### src/rtl/watch_core_cfg.sv
// HH:MM:SS timekeeper with mode/add/sub set-time FSM, 12/24-hour display, set timeout and blink.
// Optional WATCH_HOLD_REPEAT_EN: a held add/sub button auto-repeats on pulse_500ms in set states.
module watch_core_cfg #(
    parameter int unsigned HOUR_12       = 0,
    parameter int unsigned INIT_HH       = 0,
    parameter int unsigned INIT_MM       = 0,
    parameter int unsigned INIT_SS       = 0,
    parameter int unsigned SET_TIMEOUT_S = 10
) (
    input  logic       clock,
    input  logic       reset,
    input  logic       pulse_1hz,
    input  logic       pulse_500ms,
    input  logic       mode_button,
    input  logic       add_button,
    input  logic       sub_button,
    output logic [5:0] d1,
    output logic [5:0] d2,
    output logic [5:0] d3,
    output logic [5:0] d4,
    output logic [5:0] d5,
    output logic [5:0] d6,
    output logic [5:0] d7,
    output logic [5:0] d8,
    output logic [4:0] hours,
    output logic [5:0] minutes,
    output logic [5:0] seconds,
    output logic       set_active
);

    typedef enum logic [1:0] {StRun, StSetHh, StSetMm, StSetSs} state_e;

    localparam int unsigned TW = (SET_TIMEOUT_S < 1) ? 1 : $clog2(SET_TIMEOUT_S + 1);

    state_e        state_q;
    logic [4:0]    hh_q;
    logic [5:0]    mm_q;
    logic [5:0]    ss_q;
    logic          phase_q;
    logic [TW-1:0] tcnt_q;
    logic          mode_prev_q;
    logic          add_prev_q;
    logic          sub_prev_q;

    logic       mode_edge;
    logic       add_edge;
    logic       sub_edge;
    logic       any_edge;
    logic       edit_edge;
    logic       in_set;
    logic       timeout_hit;
    logic       tick;
    logic       rep_fire;
    logic       rep_up;
    logic       step_up;
    logic       step_en;
    logic [4:0] hh_step;
    logic [5:0] mm_step;
    logic [5:0] ss_step;

    function automatic logic [5:0] wrap_step(input logic [5:0] v, input logic [5:0] top,
                                             input logic up);
        logic [5:0] r;
        if (up) r = (v >= top) ? 6'd0 : v + 6'd1;
        else    r = (v == 6'd0) ? top : v - 6'd1;
        return r;
    endfunction

    // {tens, units} of a 0..59 value
    function automatic logic [7:0] split(input logic [5:0] v);
        return {4'(v / 6'd10), 4'(v % 6'd10)};
    endfunction

    // Packed {d8, d7, ..., d1}
    function automatic logic [47:0] decode(input state_e st, input logic [4:0] h,
                                           input logic [5:0] m, input logic [5:0] s,
                                           input logic ph);
        logic [4:0] dh;
        logic       pm;
        logic       eh;
        logic       em;
        logic       es;
        logic       colon;
        logic [7:0] hb;
        logic [7:0] mb;
        logic [7:0] sb;
        pm = (h >= 5'd12);
        dh = h;
        if (HOUR_12 != 0) begin
            if (pm) dh = h - 5'd12;
            if (dh == 5'd0) dh = 5'd12;
        end
        hb = split({1'b0, dh});
        mb = split(m);
        sb = split(s);
        eh = !((st == StSetHh) && !ph);
        em = !((st == StSetMm) && !ph);
        es = !((st == StSetSs) && !ph);
        // Colons blink with the phase only while running; steady while editing.
        colon = (st == StRun) ? ph : 1'b1;
        return {eh, hb[7:4], 1'b0, eh, hb[3:0], colon, 6'd0,
                em, mb[7:4], colon, em, mb[3:0], 1'b0, 6'd0,
                es, sb[7:4], 1'b0, es, sb[3:0], (HOUR_12 != 0) && pm};
    endfunction

    assign mode_edge   = mode_button && !mode_prev_q;
    assign add_edge    = add_button && !add_prev_q;
    assign sub_edge    = sub_button && !sub_prev_q;
    assign any_edge    = mode_edge || add_edge || sub_edge;
    assign edit_edge   = add_edge ^ sub_edge;
    assign in_set      = (state_q != StRun);
    assign timeout_hit = (SET_TIMEOUT_S != 0) && in_set && (tcnt_q == TW'(SET_TIMEOUT_S));
    assign tick        = !in_set && pulse_1hz;
    assign step_up     = edit_edge ? add_edge : rep_up;
    assign step_en     = in_set && !mode_edge && !timeout_hit && (edit_edge || rep_fire);
    assign hh_step     = 5'(wrap_step({1'b0, hh_q}, 6'd23, step_up));
    assign mm_step     = wrap_step(mm_q, 6'd59, step_up);
    assign ss_step     = wrap_step(ss_q, 6'd59, step_up);
    assign set_active  = in_set;

`ifdef WATCH_HOLD_REPEAT_EN
    logic       rep_act_q;
    logic       rep_up_q;
    logic       rep_held;
    logic [1:0] rep_cnt_q;

    assign rep_held = rep_up_q ? add_button : sub_button;
    // Two pulse_500ms arm the repeat; every later one steps while still held.
    assign rep_fire = rep_act_q && rep_held && pulse_500ms && (rep_cnt_q == 2'd2);
    assign rep_up   = rep_up_q;

    always_ff @(posedge clock or negedge reset) begin
        if (!reset) begin
            rep_act_q <= 1'b0;
            rep_up_q  <= 1'b0;
            rep_cnt_q <= 2'd0;
        end else if (!in_set || mode_edge || timeout_hit) begin
            rep_act_q <= 1'b0;
        end else if (edit_edge) begin
            rep_act_q <= 1'b1;
            rep_up_q  <= add_edge;
            rep_cnt_q <= 2'd0;
        end else if (add_edge && sub_edge) begin
            rep_act_q <= 1'b0;
        end else if (rep_act_q && !rep_held) begin
            rep_act_q <= 1'b0;
        end else if (rep_act_q && pulse_500ms && rep_cnt_q != 2'd2) begin
            rep_cnt_q <= rep_cnt_q + 2'd1;
        end
    end
`else
    assign rep_fire = 1'b0;
    assign rep_up   = 1'b0;
`endif

    always_ff @(posedge clock or negedge reset) begin
        if (!reset) begin
            state_q     <= StRun;
            hh_q        <= 5'(INIT_HH);
            mm_q        <= 6'(INIT_MM);
            ss_q        <= 6'(INIT_SS);
            phase_q     <= 1'b1;
            tcnt_q      <= '0;
            mode_prev_q <= 1'b0;
            add_prev_q  <= 1'b0;
            sub_prev_q  <= 1'b0;
            {d8, d7, d6, d5, d4, d3, d2, d1} <=
                decode(StRun, 5'(INIT_HH), 6'(INIT_MM), 6'(INIT_SS), 1'b1);
            hours       <= 5'(INIT_HH);
            minutes     <= 6'(INIT_MM);
            seconds     <= 6'(INIT_SS);
        end else begin
            mode_prev_q <= mode_button;
            add_prev_q  <= add_button;
            sub_prev_q  <= sub_button;

            if (mode_edge) begin
                case (state_q)
                    StRun:   state_q <= StSetHh;
                    StSetHh: state_q <= StSetMm;
                    StSetMm: state_q <= StSetSs;
                    default: state_q <= StRun;
                endcase
            end else if (timeout_hit) begin
                state_q <= StRun;
            end

            if (mode_edge || timeout_hit || any_edge) begin
                tcnt_q <= '0;
            end else if (in_set && pulse_1hz && (SET_TIMEOUT_S != 0) &&
                         (tcnt_q != TW'(SET_TIMEOUT_S))) begin
                tcnt_q <= tcnt_q + TW'(1);
            end

            if (any_edge)         phase_q <= 1'b1;
            else if (pulse_500ms) phase_q <= ~phase_q;

            if (tick) begin
                if (ss_q == 6'd59) begin
                    ss_q <= 6'd0;
                    if (mm_q == 6'd59) begin
                        mm_q <= 6'd0;
                        hh_q <= (hh_q == 5'd23) ? 5'd0 : hh_q + 5'd1;
                    end else begin
                        mm_q <= mm_q + 6'd1;
                    end
                end else begin
                    ss_q <= ss_q + 6'd1;
                end
            end else if (step_en) begin
                case (state_q)
                    StSetHh: hh_q <= hh_step;
                    StSetMm: mm_q <= mm_step;
                    StSetSs: ss_q <= ss_step;
                    default: ;
                endcase
            end

            {d8, d7, d6, d5, d4, d3, d2, d1} <= decode(state_q, hh_q, mm_q, ss_q, phase_q);
            hours   <= hh_q;
            minutes <= mm_q;
            seconds <= ss_q;
        end
    end

endmodule

### config.mk
export PLATFORM = sky130hd
export DESIGN_NAME = watch_core_cfg
export DESIGN_NICKNAME = d
export VERILOG_FILES = /design/src/rtl/watch_core_cfg.sv
export SDC_FILE = /design/constraint.sdc
export NUM_CORES = 1
export LEC_CHECK = 0
export BUFFER_PORTS_ARGS = -buffer_cell sky130_fd_sc_hd__buf_4
export CELL_PAD_IN_SITES_DETAIL_PLACEMENT = 0
export CELL_PAD_IN_SITES_GLOBAL_PLACEMENT = 1
export CORE_ASPECT_RATIO = 0.6
export CORE_MARGIN = 4
export CORE_UTILIZATION = 36
export CTS_CLUSTER_DIAMETER = 150
export CTS_CLUSTER_SIZE = 20
export DETAILED_ROUTE_END_ITERATION = 7
export GPL_TIMING_DRIVEN = 0
export PLACE_DENSITY = 0.73
export SETUP_SLACK_MARGIN = 0.4
export SLEW_MARGIN = 20
export SYNTH_ARGS = -nofsm -noshare
export SYNTH_HDL_FRONTEND = slang
export SYNTH_SLANG_ARGS = --single-unit
### constraint.sdc
create_clock -name clock -period 3.6 [get_ports clock]
set_input_delay 0.9 -clock clock [delete_from_list [all_inputs] [get_ports clock]]
set_output_delay 0.9 -clock clock [all_outputs]
set_load 0.005 [all_outputs]
==> impl.org <==
** STA
- RSZ-0062 raised after global routing :: no
- Post-route clock period utilization :: 0.7018
- Final TNS setup :: 0 ps
- Worst Clk Skew :: 6.825 ps
- Max-Slew Margin vs Limit :: 0.4437
- Final-report setup violation count :: 0
- Slew Limit Fails :: 0
- Actual transition at the worst max-transition pin :: 834.5 ps
- Max Clk Rate :: 395.8 MHz
- The total count of hold-check failures in the final report is 0.
- The routed design could run at a clock period as short as 2526 ps.

** Final layout
- Area of all sequential standard cells :: between 1500 and 2000 sq um
- Area grow syn2layout :: 23.78%
- Summing all multi-input logic gate instances after layout gives 1987 sq um.
- The library cells used most frequently in the layout, excluding fill and tap cells, are buf_4 (85), dfrtp_1 (60), a21oi_1 (40), nor2_1 (32).
- Proportion of layout cells with a drive suffix above 1 :: 0.2418
- Inserted Diodes :: 0
- Final net count :: 544
- Most frequent standard cell in the layout excluding fill and tap cells :: buf_4
- The layout has 1045 filler cells.

** Clock tree
- Clock-pin slew was measured on the worst setup and hold paths at 50 ps.
- The root buffer cell chosen for the clock tree is clkbuf_16.
- In this run, post-CTS repair resized a total of 0 instances.
- Counting the buffers created by CTS gives 9.
- Number of buffers on the longest clock path :: 2
- CTS tree :: yes
- Buffer count from post-CTS setup fixing :: 0
- CTS built an H-tree with a depth of 3.
- Hold buffer count at cts :: 0
- For this design, the sink count on the clock tree is 65.
- Clock insertion delay at the later pin of the skew report :: 330 ps

** Power
- For this design the static power due to leakage is 0.002269 uW.
- Fraction of power consumed by combinational cells :: 0.508
- In this run the power density over the cells is 896.5 nW/um^2.
- Seq pwr share :: 0.287
- Of the total power, the share spent switching nets is 0.4039.
- Summed over all nets, the switching power comes to 1780 uW.
- The internal portion of the total power is about 2600 uW.
- Post-layout total power :: 4408 uW
- Proportion of power drawn by the clock network :: 0.205
- Worst vdd rail ir drop :: about 0.0004 V

** Logic synthesis
- Fraction of the yosys area taken by sequential cells :: 0.4110
- Cell area after synthesis :: 3973 sq um
- Of all flip-flops after synthesis, the portion carrying an async set or reset was 1.000.
- Post-synth top flop :: dfrtp_1
- Syn Area/Cell :: 9.239 sq um
- Yosys mapped the design onto 64 distinct sky130hd cell types.
- After technology mapping, the gate count stands at 430.
- Yosys Warn Count :: 0
- In this run, synthesis produced a sequential element count of 65.
- Yosys mapped a number of flops with a built-in enable equal to 0.

** Routing
- First drt pass iteration count :: 4
- Dividing the detail-routed via count by the number of cells gives 5.099.
- The count of nets left with antenna violations once routing finished came out at 0.
- Number of DRC markers after the initial detailed-route iteration :: 246
- Detailed-route wire length :: 9753 microns
- The routed layout has 3345 vias.
- DRC violation count after routing :: 0
- Wire per inst :: 14.87 microns

** Global route
- For this run, global-route usage on met2 was measured as 0.2285.
- GRT Residual Overflow :: 0
- For met3 alone, demand over resource in global routing was 0.04757.
- After global routing, the most crowded layer is met1.
- Via count of the first global-routing pass :: 3091
- Across every metal layer, demand over resource in global routing totals 0.1589.
- Antenna violations before repair :: 0
- Global-route wire length before repair :: 16030 microns
- Met1 demand-to-capacity share in global routing :: 0.2297
- Pin count of the biggest net entering global routing :: 66

** Placed design
- The HPWL after detailed placement is 6987 microns.
- The congestion estimate from routability-driven global placement came to 0.8537.
- Buffers placed on the I/O ports in this run total 52.

** Setup path
- Crit Path Class :: in -> reg
- Worst reg-to-reg setup slack :: 1130 ps
- In this run the critical register-to-register path is captured at d4[3]$_DFF_PN0_.
- Kind of end point of the critical path :: flop
- The signal on the critical path passes through buf_4 > nand2b_1 > ha_1 > buf_2 > a21o_1 > clkbuf_1 > nor3_1 > a31oi_1 > o22ai_1.
- STA puts the critical path data required time at 3770 ps.
- The worst register-to-register path has a depth of 8.
- Slowest CP cell :: clkbuf_1
- Highest net fanout along the worst path :: 10
- Arrival time of data at the critical path endpoint :: 2700 ps
- Worst Path Buf+Inv :: 3
- Critical path's top delay family :: buffers and inverters
- The largest single stage delay on the critical path is ~510 ps.
- Beginning of the worst register-to-register path :: mm_q[4]$_DFFE_PN0P_
- STA classifies the critical path startpoint as an input port.

** Die
- The floorplan step set the die width to 143.6 microns.
- The die covers 12830 sq um.
- Number of rows in the core area :: 29
- I/O pin count :: 73
- Die boundary height :: about 90 microns
- The initial utilization of the core area, before any placement, comes to 0.3724.
- Placeable core region :: 10670 sq um

** Min path
- The worst hold path terminates at minutes[5]$_DFF_PN0_.
- Hold path depth :: 0
- The worst hold path belongs to the class reg -> reg.
- The worst hold path begins at mm_q[5]$_DFFE_PN0P_.

** Job
- Max-cap violations in this run came to 0.

** Status
- Status :: finished clean
==> power by group through the flow <==
stage	logic (uW)	registers, uW	clock network (uW)
after detailed placement	2230	1270	0
after floorplan	1510	1230	0
after global placement	2200	1270	0
final	2240	1260	902
after CTS	2240	1270	927
after global routing	2510	1310	965
==> cell usage after synthesis (10+ instances only) <==
library cell  count  area, sq um
a21oi_1          40        200.2
buf_4            33        247.7
dfrtp_1          60         1501
ha_1             25        312.8
inv_1            25        93.84
nand2_1          25        93.84
nand2b_1         15        93.84
nand3_1          13        65.06
nor2_1           32        120.1
nor3_1           10        50.05
o21ai_0          22        110.1
o22ai_1          11        68.82
==> worst max path at each step <==
stage / from / end / slack (ps) / cells after the start
finish: sub_button / hh_q[3]$_DFFE_PN0P_ / 1070 / 9
global route: mm_q[4]$_DFFE_PN0P_ / d4[4]$_DFF_PN0_ / 950 / 9
CTS: sub_button / hh_q[3]$_DFFE_PN0P_ / 1100 / 9
detailed placement: sub_button / hh_q[3]$_DFFE_PN0P_ / 760 / 9
global placement: sub_button / hh_q[3]$_DFFE_PN0P_ / 760 / 9
floorplan: add_button / mm_q[3]$_DFFE_PN0P_ / 1240 / 8
==> kinds of logic after synthesis <==
group / count (synthesis) / synth area share
xor+xnor: 7 / 0.01543
buf+inv: 72 / 0.1068
compound gates: 130 / 0.2101
fa+ha+maj: 26 / 0.08126
other cells: 1 / 0.0009440
simple gates: 126 / 0.1669
mux: 3 / 0.007559
flops: 65 / 0.4110
==> per-layer routing <==
layer / share of wire / vias to the layer above
li1: - / 1657
met1: 0.50 / 1567
met2: 0.40 / 111
met3: 0.079 / 10
met4: 0.013 / 0
met5: 0 / -
==> state kept, by name, indices dropped and copies added, names as in the netlist, 5 cells and up <==
register and cells:
minutes 6, mm_q 6, seconds 6, ss_q 6
hh_q 5, hours 5
==> stage by stage <==
stage / hold WS, ps / instances / utilization / setup WS [ps] / instance area, sq um
final: 379.6 / 656 / 0.4609 / 1074 / 4917
after global routing: 401.7 / 656 / 0.4609 / 949.2 / 4917
after CTS: 379.4 / 656 / 0.4609 / 1104 / 4917
after detailed placement: 365.5 / 640 / 0.4320 / 762.5 / 4608
after global placement: 362.7 / 640 / 0.4320 / 755.5 / 4608
after floorplan: 354.8 / 449 / - / 1236 / 4044
==> area by class of cell <==
class	instances	area share
Timing Repair Buffer	52	0.07939
Tap cell	139	0.03537
Clock buffer	14	0.05573
Buffer	46	0.06641
Sequential cell	65	0.3321
Multi-Input combinational cell	312	0.4041
Clock inverter	2	0.007125
Inverter	26	0.01985
No activity file was read; power rests on OpenSTA's default activity.
